--- src/rtl/multicycle_sequencer_if.sv ---
// ============================================================================
// multicycle_sequencer_if : memory handshake and datapath control bundle
// Rev 1.0
// ============================================================================
`default_nettype none

interface multicycle_sequencer_if #(
    parameter int RETIRE_W = 32
);
    logic [6:0]          opcode;
    logic                branch_taken;
    logic                imem_req;
    logic                imem_ready;
    logic                dmem_req;
    logic                dmem_we;
    logic                dmem_ready;
    logic                ir_we;
    logic                pc_we;
    logic                next_pc_src;
    logic                alu_a_src;
    logic                alu_b_src;
    logic [1:0]          rud_src;
    logic                ru_wr;
    logic [2:0]          state;
    logic                trap;
    logic [1:0]          trap_cause;
    logic [RETIRE_W-1:0] retired;

    // Sequencer side
    modport master (
        input  opcode, branch_taken, imem_ready, dmem_ready,
        output imem_req, dmem_req, dmem_we, ir_we, pc_we, next_pc_src,
               alu_a_src, alu_b_src, rud_src, ru_wr, state, trap,
               trap_cause, retired
    );

    // Datapath / memory side
    modport slave (
        output opcode, branch_taken, imem_ready, dmem_ready,
        input  imem_req, dmem_req, dmem_we, ir_we, pc_we, next_pc_src,
               alu_a_src, alu_b_src, rud_src, ru_wr, state, trap,
               trap_cause, retired
    );
endinterface

`default_nettype wire

--- src/rtl/multicycle_sequencer.sv ---
// ============================================================================
// multicycle_sequencer : FETCH/DECODE/EXEC/MEM/WB control for RV32I datapath
// Rev 1.0
// ============================================================================
`default_nettype none

module multicycle_sequencer #(
    parameter int TIMEOUT  = 16,
    parameter int RETIRE_W = 32
) (
    input  wire logic              clk,
    input  wire logic              rst,
    multicycle_sequencer_if.master ctrl
);

    typedef enum logic [2:0] {
        ST_FETCH  = 3'd0,
        ST_DECODE = 3'd1,
        ST_EXEC   = 3'd2,
        ST_MEM    = 3'd3,
        ST_WB     = 3'd4,
        ST_TRAP   = 3'd7
    } state_e;

    typedef enum logic [3:0] {
        CL_R      = 4'd0,
        CL_I      = 4'd1,
        CL_LOAD   = 4'd2,
        CL_STORE  = 4'd3,
        CL_BRANCH = 4'd4,
        CL_JAL    = 4'd5,
        CL_JALR   = 4'd6,
        CL_LUI    = 4'd7,
        CL_AUIPC  = 4'd8,
        CL_ILL    = 4'd9
    } class_e;

    localparam int                WAIT_W    = (TIMEOUT > 1) ? $clog2(TIMEOUT + 1) : 1;
    localparam logic [WAIT_W-1:0] WAIT_LAST = WAIT_W'(TIMEOUT - 1);
    localparam logic [1:0]        CAUSE_ILL  = 2'b01;
    localparam logic [1:0]        CAUSE_IMEM = 2'b10;
    localparam logic [1:0]        CAUSE_DMEM = 2'b11;
    localparam logic [1:0]        RUD_ALU    = 2'b00;
    localparam logic [1:0]        RUD_MEM    = 2'b01;
    localparam logic [1:0]        RUD_PC4    = 2'b10;

    function automatic class_e decode_op(input logic [6:0] op);
        case (op)
            7'b0110011: decode_op = CL_R;
            7'b0010011: decode_op = CL_I;
            7'b0000011: decode_op = CL_LOAD;
            7'b0100011: decode_op = CL_STORE;
            7'b1100011: decode_op = CL_BRANCH;
            7'b1101111: decode_op = CL_JAL;
            7'b1100111: decode_op = CL_JALR;
            7'b0110111: decode_op = CL_LUI;
            7'b0010111: decode_op = CL_AUIPC;
            default:    decode_op = CL_ILL;
        endcase
    endfunction

    state_e              state_q, state_d;
    class_e              class_q, class_d;
    logic [WAIT_W-1:0]   wait_q, wait_d;
    logic                trap_q, trap_d;
    logic [1:0]          cause_q, cause_d;
    logic [RETIRE_W-1:0] retired_q, retired_d;

    logic       w_sel_a;
    logic       w_sel_b;
    logic       w_timeout;
    logic       w_imem_req;
    logic       w_ir_we;
    logic       w_dmem_req;
    logic       w_dmem_we;
    logic       w_pc_we;
    logic       w_next_pc_src;
    logic       w_alu_a_src;
    logic       w_alu_b_src;
    logic [1:0] w_rud_src;
    logic       w_ru_wr;

    // ALU operand selects for the latched class, shared by EXEC, MEM and link WB
    always_comb begin
        w_sel_a = 1'b0;
        w_sel_b = 1'b1;
        case (class_q)
            CL_R:                         w_sel_b = 1'b0;
            CL_AUIPC, CL_JAL, CL_BRANCH:  w_sel_a = 1'b1;
            default:                      ;
        endcase
    end

    assign w_timeout = (TIMEOUT != 0) && (wait_q == WAIT_LAST);

    always_comb begin
        state_d       = state_q;
        class_d       = class_q;
        wait_d        = '0;
        trap_d        = trap_q;
        cause_d       = cause_q;
        w_imem_req    = 1'b0;
        w_ir_we       = 1'b0;
        w_dmem_req    = 1'b0;
        w_dmem_we     = 1'b0;
        w_pc_we       = 1'b0;
        w_next_pc_src = 1'b0;
        w_alu_a_src   = 1'b0;
        w_alu_b_src   = 1'b0;
        w_rud_src     = RUD_ALU;
        w_ru_wr       = 1'b0;

        unique case (state_q)
            ST_FETCH: begin
                w_imem_req = 1'b1;
                if (ctrl.imem_ready) begin
                    w_ir_we = 1'b1;
                    state_d = ST_DECODE;
                end else if (w_timeout) begin
                    state_d = ST_TRAP;
                    trap_d  = 1'b1;
                    cause_d = CAUSE_IMEM;
                end else begin
                    wait_d = wait_q + 1'b1;
                end
            end

            ST_DECODE: begin
                class_d = decode_op(ctrl.opcode);
                if (decode_op(ctrl.opcode) == CL_ILL) begin
                    state_d = ST_TRAP;
                    trap_d  = 1'b1;
                    cause_d = CAUSE_ILL;
                end else begin
                    state_d = ST_EXEC;
                end
            end

            ST_EXEC: begin
                w_alu_a_src = w_sel_a;
                w_alu_b_src = w_sel_b;
                case (class_q)
                    CL_BRANCH: begin
                        w_pc_we       = 1'b1;
                        w_next_pc_src = ctrl.branch_taken;
                        state_d       = ST_FETCH;
                    end
                    CL_LOAD, CL_STORE: state_d = ST_MEM;
                    default:           state_d = ST_WB;
                endcase
            end

            ST_MEM: begin
                w_dmem_req  = 1'b1;
                w_dmem_we   = (class_q == CL_STORE);
                w_alu_a_src = w_sel_a;
                w_alu_b_src = w_sel_b;
                if (ctrl.dmem_ready) begin
                    if (class_q == CL_STORE) begin
                        w_pc_we = 1'b1;
                        state_d = ST_FETCH;
                    end else begin
                        state_d = ST_WB;
                    end
                end else if (w_timeout) begin
                    state_d = ST_TRAP;
                    trap_d  = 1'b1;
                    cause_d = CAUSE_DMEM;
                end else begin
                    wait_d = wait_q + 1'b1;
                end
            end

            ST_WB: begin
                w_ru_wr = 1'b1;
                w_pc_we = 1'b1;
                state_d = ST_FETCH;
                if (class_q == CL_LOAD) begin
                    w_rud_src = RUD_MEM;
                end else if (class_q == CL_JAL || class_q == CL_JALR) begin
                    // Link writes PC+4 while the ALU recomputes the jump target
                    w_rud_src     = RUD_PC4;
                    w_next_pc_src = 1'b1;
                    w_alu_a_src   = w_sel_a;
                    w_alu_b_src   = w_sel_b;
                end
            end

            ST_TRAP: ;

            default: state_d = ST_FETCH;
        endcase

        if (rst) begin
            w_imem_req    = 1'b0;
            w_ir_we       = 1'b0;
            w_dmem_req    = 1'b0;
            w_dmem_we     = 1'b0;
            w_pc_we       = 1'b0;
            w_next_pc_src = 1'b0;
            w_alu_a_src   = 1'b0;
            w_alu_b_src   = 1'b0;
            w_rud_src     = RUD_ALU;
            w_ru_wr       = 1'b0;
        end

        retired_d = retired_q + RETIRE_W'(w_pc_we);
    end

    always_ff @(posedge clk) begin
        if (rst) begin
            state_q   <= ST_FETCH;
            class_q   <= CL_R;
            wait_q    <= '0;
            trap_q    <= 1'b0;
            cause_q   <= 2'b00;
            retired_q <= '0;
        end else begin
            state_q   <= state_d;
            class_q   <= class_d;
            wait_q    <= wait_d;
            trap_q    <= trap_d;
            cause_q   <= cause_d;
            retired_q <= retired_d;
        end
    end

    assign ctrl.imem_req    = w_imem_req;
    assign ctrl.ir_we       = w_ir_we;
    assign ctrl.dmem_req    = w_dmem_req;
    assign ctrl.dmem_we     = w_dmem_we;
    assign ctrl.pc_we       = w_pc_we;
    assign ctrl.next_pc_src = w_next_pc_src;
    assign ctrl.alu_a_src   = w_alu_a_src;
    assign ctrl.alu_b_src   = w_alu_b_src;
    assign ctrl.rud_src     = w_rud_src;
    assign ctrl.ru_wr       = w_ru_wr;
    assign ctrl.state       = state_q;
    assign ctrl.trap        = trap_q;
    assign ctrl.trap_cause  = cause_q;
    assign ctrl.retired     = retired_q;

endmodule

`default_nettype wire
--- src/flat_wrapper.sv ---
// flat-port wrapper written by rule: the top's interface ports become plain ports
module multicycle_sequencer_flat 
#(
    parameter int TIMEOUT  = 16,
    parameter int RETIRE_W = 32
)
  (clk, rst, ctrl_opcode, ctrl_branch_taken, ctrl_imem_ready, ctrl_dmem_ready, ctrl_imem_req, ctrl_dmem_req, ctrl_dmem_we, ctrl_ir_we, ctrl_pc_we, ctrl_next_pc_src, ctrl_alu_a_src, ctrl_alu_b_src, ctrl_rud_src, ctrl_ru_wr, ctrl_state, ctrl_trap, ctrl_trap_cause, ctrl_retired);
  multicycle_sequencer_if #(.RETIRE_W(RETIRE_W)) ctrl_i ();
  input  wire logic clk;
  input  wire logic rst;
  input wire logic [$bits(ctrl_i.opcode)-1:0] ctrl_opcode;
  input wire logic [$bits(ctrl_i.branch_taken)-1:0] ctrl_branch_taken;
  input wire logic [$bits(ctrl_i.imem_ready)-1:0] ctrl_imem_ready;
  input wire logic [$bits(ctrl_i.dmem_ready)-1:0] ctrl_dmem_ready;
  output wire logic [$bits(ctrl_i.imem_req)-1:0] ctrl_imem_req;
  output wire logic [$bits(ctrl_i.dmem_req)-1:0] ctrl_dmem_req;
  output wire logic [$bits(ctrl_i.dmem_we)-1:0] ctrl_dmem_we;
  output wire logic [$bits(ctrl_i.ir_we)-1:0] ctrl_ir_we;
  output wire logic [$bits(ctrl_i.pc_we)-1:0] ctrl_pc_we;
  output wire logic [$bits(ctrl_i.next_pc_src)-1:0] ctrl_next_pc_src;
  output wire logic [$bits(ctrl_i.alu_a_src)-1:0] ctrl_alu_a_src;
  output wire logic [$bits(ctrl_i.alu_b_src)-1:0] ctrl_alu_b_src;
  output wire logic [$bits(ctrl_i.rud_src)-1:0] ctrl_rud_src;
  output wire logic [$bits(ctrl_i.ru_wr)-1:0] ctrl_ru_wr;
  output wire logic [$bits(ctrl_i.state)-1:0] ctrl_state;
  output wire logic [$bits(ctrl_i.trap)-1:0] ctrl_trap;
  output wire logic [$bits(ctrl_i.trap_cause)-1:0] ctrl_trap_cause;
  output wire logic [$bits(ctrl_i.retired)-1:0] ctrl_retired;
  assign ctrl_i.opcode = ctrl_opcode;
  assign ctrl_i.branch_taken = ctrl_branch_taken;
  assign ctrl_i.imem_ready = ctrl_imem_ready;
  assign ctrl_i.dmem_ready = ctrl_dmem_ready;
  assign ctrl_imem_req = ctrl_i.imem_req;
  assign ctrl_dmem_req = ctrl_i.dmem_req;
  assign ctrl_dmem_we = ctrl_i.dmem_we;
  assign ctrl_ir_we = ctrl_i.ir_we;
  assign ctrl_pc_we = ctrl_i.pc_we;
  assign ctrl_next_pc_src = ctrl_i.next_pc_src;
  assign ctrl_alu_a_src = ctrl_i.alu_a_src;
  assign ctrl_alu_b_src = ctrl_i.alu_b_src;
  assign ctrl_rud_src = ctrl_i.rud_src;
  assign ctrl_ru_wr = ctrl_i.ru_wr;
  assign ctrl_state = ctrl_i.state;
  assign ctrl_trap = ctrl_i.trap;
  assign ctrl_trap_cause = ctrl_i.trap_cause;
  assign ctrl_retired = ctrl_i.retired;
  multicycle_sequencer #(.TIMEOUT(TIMEOUT), .RETIRE_W(RETIRE_W)) u_core (.clk(clk), .rst(rst), .ctrl(ctrl_i));
endmodule
--- config.mk ---
export PLATFORM = sky130hd
export DESIGN_NAME = multicycle_sequencer_flat
export DESIGN_NICKNAME = d
export VERILOG_FILES = /design/src/rtl/multicycle_sequencer_if.sv /design/src/rtl/multicycle_sequencer.sv /design/src/flat_wrapper.sv
export SDC_FILE = /design/constraint.sdc
export NUM_CORES = 1
export LEC_CHECK = 0
export BUFFER_PORTS_ARGS = -buffer_cell sky130_fd_sc_hd__buf_2
export CAP_MARGIN = 10
export CORE_MARGIN = 10
export CORE_UTILIZATION = 49
export CTS_CLUSTER_DIAMETER = 30
export DETAILED_ROUTE_END_ITERATION = 8
export GPL_TIMING_DRIVEN = 0
export PLACE_DENSITY_LB_ADDON = 0.15
export SYNTH_ARGS = -nofsm -noshare
export SYNTH_HDL_FRONTEND = slang
export SYNTH_SLANG_ARGS = --single-unit
--- constraint.sdc ---
create_clock -name clk -period 3.9 [get_ports clk]
set_input_delay 0.78 -clock clk [delete_from_list [all_inputs] [get_ports clk]]
set_output_delay 0.78 -clock clk [all_outputs]
set_load 0.05 [all_outputs]
==> results of run 1 <==
==> worst register-to-register path: stages, from the launching register on <==
cell and delay (ns):
dfxtp_1 0.31, clkbuf_1 0.28, nor3b_1 0.60, and3_4 0.31
nand2_1 0.08, o31ai_4 0.07, ha_1 0.22, ha_1 0.20
nand3_2 0.16, or4_1 0.57, buf_6 0.16, nor4_2 0.30
xnor2_1 0.15, nor2_1 0.05
==> power groups by stage <==
stage                     combinational (mW)  clock [mW]  sequential, mW
final                                  0.251       0.279           0.516
after global routing                   0.274       0.308           0.519
after CTS                              0.253       0.290           0.516
after detailed placement               0.252           0           0.527
after global placement                 0.251           0           0.527
after floorplan                        0.153           0           0.564
==> synthesized netlist by cell type (7+ instances only) <==
| library cell | instances |
|---|---|
| dfxtp_1 | 47 |
| nor2_1 | 42 |
| nand2_1 | 27 |
| a21oi_1 | 18 |
| xnor2_1 | 17 |
| nand3_1 | 13 |
| clkbuf_1 | 12 |
| o21ai_0 | 12 |
| xor2_1 | 12 |
| nor3_1 | 10 |
| nor2b_1 | 9 |
| nor4_2 | 7 |
| or3_1 | 7 |
==> layer usage <==
metal,GRT usage [%],wire [um],vias up
li1,-,-,1189
met1,16.4,2860,1029
met2,23.6,2770,58
met3,4.32,382,5
met4,4.44,51,0
met5,0,0,-
==> flip-flops by register name (all words and copies together), names as in the netlist <==
name                    cells
u_core.ctrl.retired        32
u_core.class_q              4
u_core.wait_q               5
u_core.ctrl.state           3
u_core.ctrl.trap_cause      2
u_core.ctrl.trap            1
==> metrics by stage <==
stage	instances	setup slack, ns	cell area, um2	hold slack, ns	power, mW
global route	436	0.102	2950	0.490	1.10
detailed placement	428	0.158	2870	0.436	0.779
global placement	428	0.149	2870	0.439	0.778
floorplan	303	0.0630	2500	0.418	0.717
CTS	436	0.331	2950	0.451	1.06
finish	436	0.322	2950	0.448	1.05
==> path summary, 6_finish.rpt <==
path | from | end | cells past startpoint
worst max-delay path | u_core.class_q[1] | u_core.ctrl.retired[28] | 13
worst min register to register | u_core.wait_q[0] | u_core.wait_q[0] | 1
worst max register to register | u_core.class_q[1] | u_core.ctrl.retired[28] | 13
worst min-delay path | u_core.wait_q[0] | u_core.wait_q[0] | 1
==> cell type report <==
type | count | area, um2 | area share, %
buffer | 17 | 72.6 | 2.46
sequential | 47 | 943 | 32.0
inverter | 6 | 22.5 | 0.763
timing repair buffer | 58 | 290 | 9.83
tap | 67 | 83.8 | 2.84
clock inverter | 1 | 5.00 | 0.170
multi-input combinational | 233 | 1460 | 49.4
clock buffer | 7 | 76.3 | 2.59
==> kinds of logic (layout without fill, tap and decap cells) <==
group	count (synthesis)	after routing	share of synthesized area [%]
compound gates	47	47	11.4
xor+xnor	29	29	10.3
fa+ha+maj	3	3	1.53
buf+inv	23	89	3.87
flops	47	47	38.3
mux	2	2	0.814
simple gates	152	152	33.8
==> impl_metrics.ini, run 1 <==
[critical_path]
worstSetupEndpointType = register
cp_slowest_cell = nor3b_1
max_stage_delay_ns = 0.60
startpoint_type = register
crit_path_cell_trace = clkbuf_1 -> nor3b_1 -> and3_4 -> nand2_1 -> o31ai_4 -> ha_1 -> ha_1 -> nand3_2 -> or4_1 -> buf_6 -> nor4_2 -> xnor2_1 -> nor2_1
cp.arrival_ns = 3.75
cp_max_fo = 8
crit_top_cell = ha_1
path_class = reg -> reg
critical_path.top_delay_family = simple AND/OR/NAND/NOR gates
worst_ep_required_time_ns = 4.07
reg2reg_slack_ns = 0.32
critPathBufInv = 2

[power]
power_frac_clock_pct = 26.7
irDropWorstVdd_v = 0.000232
swShare_pct = 33.4
internal-power_uw = 697
cellPowerDensity_nw_per_um2 = 355
p_switching_uw = 350
seq_power_share_pct = 49.3
power_frac_comb_pct = 24.0
leakage_nw = 1.16

[sta]
rsz0062_at_grt = no
finalMaxSlewViolations = 0
setup_viol = 0
post-route-period-util_pct = 91.8
hold_viol = 0
relSlewSlack_pct = 56.9
max_freq_mhz = 279
skew_ns = 0.00315
fin_tns_setup_ns = 0
finalCriticalPeriod_ns = 3.58
worstMarginPinSlew_ns = 0.641

[cells_and_area]
final_core_util_pct = 61.7
area_growth_syn_to_layout_pct = 20.1
final_common_cell = buf_2
mostFrequentLayoutCells = 59 x buf_2, 45 x dfxtp_1, 42 x nor2_1
fillerInstances = 472
antennaDiodeCount = 0
nets = 383
drive_gt1_share_pct = 22.5

[clock_tree]
clock_sinks = 47
path_clk_slew_ns = 0.08
htree_levels = 2
insertion_delay_ns = 0.29
cts_buffer_depth = 2
cts_hold_buf = 0
cts_resized = 0
root_buffer = clkbuf_8
cts_setup_buffers = 0
cts_buffers = 5
cts_tree = built

[placement]
dp.final_hpwl_um = 4620
portBuffers = 58
place_congestion = 0.925

[global_routing]
antenna_found_initial = 0
grt_overflow = 0
grt_pass1_wl_um = 9930
grt_max_degree = 14
grt_pass1_vias = 2173
grt_usage_pct = 14.0

[floorplan]
die_area_um2 = 8250
start_util_pct = 51.4
design.core.area_um2 = 4790
die_y_um = 90.8
io_pins = 61
fp.dieW_um = 90.8
rows = 25

[synth]
synth-warning-count = 0
ys_seq_area_share_pct = 38.3
synth_cell_types = 45
yosys.area.top_type = dfxtp_1
synth_cells = 303
ys_ff_latch = 47
syn_avg_cell_area_um2 = 8.11
synth_edf_count = 0
netlist.area_leader.share_pct = 38.3
synth_area_um2 = 2460
synthFlopType = dfxtp_1
synthArstFlopShare_pct = 0
synth_area_leaders = dfxtp_1 38%, nor2_1 6.4%, xnor2_1 6.1%
syn_nets = 318

[routing]
drt-total-wl_um = 6070
vias_per_cell = 5.23
drt_iter0_markers = 31
wl_per_cell_um = 13.9
drtPass1Iterations = 4
ant_nets = 0
remaining_drc_errors = 0
via_count = 2281

[flow_run]
cap_viol_max_count = 0

[status]
status = finished, final reports clean

[min_path]
worst_hold_path_type = reg -> reg
No activity file was read; power rests on OpenSTA's default activity.
==> inputs of run 2 (changes only) <==
--- a/config.mk
+++ b/config.mk
@@ -12,7 +12,8 @@
 export CTS_CLUSTER_DIAMETER = 30
 export DETAILED_ROUTE_END_ITERATION = 8
 export GPL_TIMING_DRIVEN = 0
-export PLACE_DENSITY_LB_ADDON = 0.15
+export MAX_ROUTING_LAYER = met4
+export PLACE_DENSITY = 0.83
 export SYNTH_ARGS = -nofsm -noshare
 export SYNTH_HDL_FRONTEND = slang
 export SYNTH_SLANG_ARGS = --single-unit
==> constraint.sdc (replaced) <==
create_clock -name clk -period 3.96 [get_ports clk]
set_input_delay 0.792 -clock clk [delete_from_list [all_inputs] [get_ports clk]]
set_output_delay 0.792 -clock clk [all_outputs]
set_load 0.05 [all_outputs]
==> run 2 against run 1 <==
Die area stayed put. Cell area increased by 0.47%. Global-route usage up 0.72 points. Total power is 1.3% higher. Worst setup slack better by 0.015 ns. Utilization grew 0.29 points. Cell count did not move.
==> impl_metrics.ini, run 2 (synthesis results as in run 1) <==
[power]
irDropWorstVdd_v = 0.000255
total_power_mw = 1.06
cellPowerDensity_nw_per_um2 = 358
leakage_nw = 1.17

[sta]
worstMarginPinSlew_ns = 0.730
skew_ns = 0.0177
post-route-period-util_pct = 91.5
max_freq_mhz = 276
finalCriticalPeriod_ns = 3.62
rsz0062_at_grt = no
fin_tns_setup_ns = 0
hold_viol = 0
finalMaxSlewViolations = 0
setup_viol = 0
relSlewSlack_pct = 50.9
whs_ns = 0.450

[clock_tree]
cts_buffers = 5
insertion_delay_ns = 0.30
root_buffer = clkbuf_8
htree_levels = 2
cts_tree = built
clock_sinks = 47
path_clk_slew_ns = 0.09
cts_hold_buf = 0
cts_setup_buffers = 0
cts_resized = 0
cts_buffer_depth = 2

[floorplan]
design.core.area_um2 = 4790
die_y_um = 90.8
rows = 25
fp.dieW_um = 90.8
start_util_pct = 51.4
die_area_um2 = 8250
io_pins = 61

[critical_path]
cp_max_fo = 8
path_class = reg -> reg
worst_ep_required_time_ns = 4.14
worstSetupEndpointType = register
startpoint_type = register
cp.arrival_ns = 3.80

[global_routing]
antenna_found_initial = 0
grt_usage_pct = 14.7
grt_overflow = 0
grt_max_degree = 16
grt_pass1_wl_um = 10200
grt_pass1_vias = 2271

[routing]
ant_nets = 0
remaining_drc_errors = 0
drt_iter0_markers = 99
via_count = 2346
drtPass1Iterations = 4
wl_per_cell_um = 13.9
vias_per_cell = 5.38
drt-total-wl_um = 6040

[cells_and_area]
final_common_cell = buf_2
nets = 383
antennaDiodeCount = 0
fillerInstances = 428
largest_register_ffs = 32
drive_gt1_share_pct = 23.0
area_growth_syn_to_layout_pct = 20.6
mostFrequentLayoutCells = 59 x buf_2, 45 x dfxtp_1, 42 x nor2_1
final_core_util_pct = 62.0

[placement]
portBuffers = 58
dp.final_hpwl_um = 4690
place_congestion = 0.885

[status]
status = finished, final reports clean

[flow_run]
cap_viol_max_count = 0

[min_path]
worst_hold_path_type = reg -> reg
[run 2: cell types whose count changed in the layout (fill, tap and decap cells not counted), sizes merged]
cell | before | now
clkbuf | 19 | 18
clkinvlp | 0 | 1
[run 2: layer usage]
layer	wire length, um	track usage, %	part of all wire, %
met4	77	4.57	1.3
met3	394	4.07	6.5
met1	2720	17.2	45
met2	2860	23.9	47
met5	0	-	0
[run 2: metrics by stage]
stage               area [um2]  cells  setup slack [ns]
floorplan                 2490    303            0.0344
global placement          2870    428             0.257
detailed placement        2870    428             0.193
CTS                       2970    436             0.371
global route              2970    436             0.114
finish                    2970    436             0.337
[run 2: worst paths after layout]
kind / start / to / slack, ns / cells after the start
setup reg to reg: u_core.class_q[1] / u_core.ctrl.retired[28] / 0.34 / 13
hold / removal: u_core.wait_q[0] / u_core.wait_q[0] / 0.45 / 1
setup / recovery: u_core.class_q[1] / u_core.ctrl.retired[28] / 0.34 / 13
hold reg to reg: u_core.wait_q[0] / u_core.wait_q[0] / 0.45 / 1
[run 2: layout make-up]
type,instances,area [um2],share of cell area (%)
Timing Repair Buffer,58,290,9.79
Tap cell,67,83.8,2.83
Clock buffer,6,82.6,2.78
Buffer,17,72.6,2.45
Multi-Input combinational cell,233,1450,49.0
Clock inverter,2,16.3,0.549
Inverter,6,22.5,0.759
Sequential cell,47,943,31.8
[run 2: where the power goes]
part           internal (mW)  total [mW]  switching (mW)  leakage, nW
combinational         0.0699       0.247           0.177        0.740
sequential             0.492       0.508          0.0157        0.380
clock                  0.143       0.306           0.163       0.0474
total                  0.705        1.06           0.356         1.17
[run 2: worst max-delay path: stages, from the launching register on]
cell      delay, ns
dfxtp_1        0.31
clkbuf_1       0.28
nor3b_1        0.58
and3_2         0.31
nand2_1        0.09
o31ai_4        0.07
ha_1           0.24
ha_1           0.21
nand3_2        0.16
or4_1          0.57
buf_6          0.16
nor4_2         0.32
xnor2_1        0.16
nor2_1         0.05
==> inputs of run 3 (changes only) <==
--- a/config.mk
+++ b/config.mk
@@ -5,6 +5,7 @@
 export SDC_FILE = /design/constraint.sdc
 export NUM_CORES = 1
 export LEC_CHECK = 0
+export ABC_AREA = 1
 export BUFFER_PORTS_ARGS = -buffer_cell sky130_fd_sc_hd__buf_2
 export CAP_MARGIN = 10
 export CORE_MARGIN = 10
==> run 3 against run 2 <==
Global-route usage increased by 2.2 points. Total power increased by 41%. Sequential power increased by 12%. Cell count increased by 20%. Worst setup slack improved by 0.66 ns. Wire length increased by 19%. Maximum frequency increased by 22%. Highest routed layer unchanged.
==> impl_metrics.ini, run 3 <==
[placement]
portBuffers = 59
place_congestion = 0.927
pre_cts_ws_ns = 0.907
post_dp_cell_area_um2 = 3060
dp.final_hpwl_um = 5540

[global_routing]
grt_pass1_wl_um = 12000
grt_overflow = 0
grt_pass1_vias = 2640
antenna_found_initial = 0
grt_usage_pct = 16.9
grt_max_degree = 16

[sta]
setup_viol = 0
max_freq_mhz = 338
worstMarginPinSlew_ns = 0.578
fin_tns_setup_ns = 0
hold_viol = 0
setup_ws_ns = 0.998
rsz0062_at_grt = no
finalCriticalPeriod_ns = 2.96
relSlewSlack_pct = 61.5
finalMaxSlewViolations = 0
post-route-period-util_pct = 74.8
skew_ns = 0.00847
whs_ns = 0.449

[synth]
synthFlopType = dfxtp_1
synth_edf_count = 0
synth_cell_types = 41
ys_ff_latch = 47
netlist_top_cells_count = 67 x nand2_1, 54 x nor2_1, 53 x inv_1
synth_area_leaders = dfxtp_1 35%, nand2_1 9.5%, nor2_1 7.6%
netlist.area_leader.share_pct = 35.4
syn_avg_cell_area_um2 = 6.85
synth_area_um2 = 2660
yosys.area.top_type = dfxtp_1
syn_nets = 403
synthMostInstantiatedCell = nand2_1
synthArstFlopShare_pct = 0
synth-warning-count = 0
ys_seq_area_share_pct = 35.4
synth_cells = 388

[power]
internal-power_uw = 904
seq_power_share_pct = 38.1
swShare_pct = 39.7
p_switching_uw = 594
power_frac_clock_pct = 28.0
total_power_mw = 1.50
power_frac_comb_pct = 33.9
irDropWorstVdd_v = 0.000254
leakage_nw = 1.38
cellPowerDensity_nw_per_um2 = 469

[clock_tree]
clock_sinks = 47
cts_buffers = 5
insertion_delay_ns = 0.30
cts_setup_buffers = 0
root_buffer = clkbuf_8
path_clk_slew_ns = 0.09
cts_hold_buf = 0
htree_levels = 2
cts_resized = 0
cts_tree = built
cts_buffer_depth = 2

[cells_and_area]
final_common_cell = nand2_1
antennaDiodeCount = 0
stdcell_area_um2 = 3190
drive_gt1_share_pct = 22.4
area_growth_syn_to_layout_pct = 20.1
mostFrequentLayoutCells = 67 x nand2_1, 59 x buf_2, 53 x nor2_1, 53 x inv_1, 47 x dfxtp_1
largest_register_ffs = 32
nets = 469

[floorplan]
die_area_um2 = 8770
io_pins = 61
fp.dieW_um = 93.7
die_y_um = 93.7
start_util_pct = 51.4
rows = 26
design.core.area_um2 = 5170

[critical_path]
r2r_cells = 15
worstSetupEndpointType = register
startpoint_type = register
cp_max_fo = 7
worst_ep_required_time_ns = 4.20
path_class = reg -> reg
cp.arrival_ns = 3.20

[min_path]
worst_hold_path_type = reg -> reg
whs_path_depth = 2

[routing]
drtPass1Iterations = 5
ant_nets = 0
drt-total-wl_um = 7200
vias_per_cell = 5.38
wl_per_cell_um = 13.7
via_count = 2826
drt_iter0_markers = 240
remaining_drc_errors = 0

[status]
status = finished, final reports clean

[flow_run]
cap_viol_max_count = 0
-- run 3: worst max-delay path: stages, from the launching register on --
cell and delay (ns):
dfxtp_1 0.47, inv_1 0.11, nor3_2 0.29, inv_2 0.10, nor3_2 0.18, nand2_1 0.08, o311ai_2 0.09, ha_1 0.26
ha_1 0.19, nand2_2 0.09, nor3_4 0.28, inv_2 0.09, nor2_1 0.16, nand4_1 0.15, or2_0 0.23, a21oi_1 0.11
-- run 3: layout make-up --
| type | instances | area, um2 |
|---|---|---|
| clock buffers | 5 | 68.8 |
| well taps | 70 | 87.6 |
| plain buffers | 5 | 18.8 |
| inverters | 60 | 228 |
| clock inverters | 3 | 67.6 |
| flip-flops and latches | 47 | 941 |
| repair buffers | 59 | 295 |
| fillers | 470 | 1980 |
| multi-input cells | 276 | 1490 |
-- run 3: power by group through the flow --
stage          sequential (mW)  combinational, mW  clock (mW)
2_1_floorplan            0.659              0.313           0
3_3_place_gp             0.579              0.494           0
6_report                 0.571              0.507       0.420
3_5_place_dp             0.580              0.503           0
5_1_grt                  0.578              0.561       0.444
4_1_cts                  0.570              0.505       0.426
-- run 3: logic make-up (layout without fill, tap and decap cells) --
logic type               count (synthesis)  count (layout)  synth area share [%]
AO/OA/AOI/OAI                           57              57                  12.2
adder cells (fa/ha/maj)                  3               3                  1.41
buffers and inverters                   65             132                  9.27
XOR/XNOR                                 5               5                  1.65
flip-flops                              47              47                  35.4
AND/OR/NAND/NOR                        211             211                  40.0
-- run 3: routing by layer --
metal	up-vias	GRT usage, %	routed length, um
met4	0	5.32	131
met2	120	26.3	3260
met5	-	-	0
met1	1271	20.8	3250
li1	1418	-	-
met3	17	4.40	562
-- run 3: worst paths after layout --
| kind | startpoint | to | slack [ns] |
|---|---|---|---|
| max | u_core.ctrl.state[0] | u_core.ctrl.retired[30] | 1.0 |
| min | u_core.ctrl.trap_cause[1] | u_core.ctrl.trap_cause[1] | 0.45 |
| max reg2reg | u_core.ctrl.state[0] | u_core.ctrl.retired[30] | 1.0 |
| min reg2reg | u_core.ctrl.trap_cause[1] | u_core.ctrl.trap_cause[1] | 0.45 |
-- run 3: per-stage QoR --
stage          util, %  std cells
2_1_floorplan        -        388
3_3_place_gp      59.1        517
3_5_place_dp      59.1        517
4_1_cts           61.7        525
5_1_grt           61.7        525
6_report          61.7        525
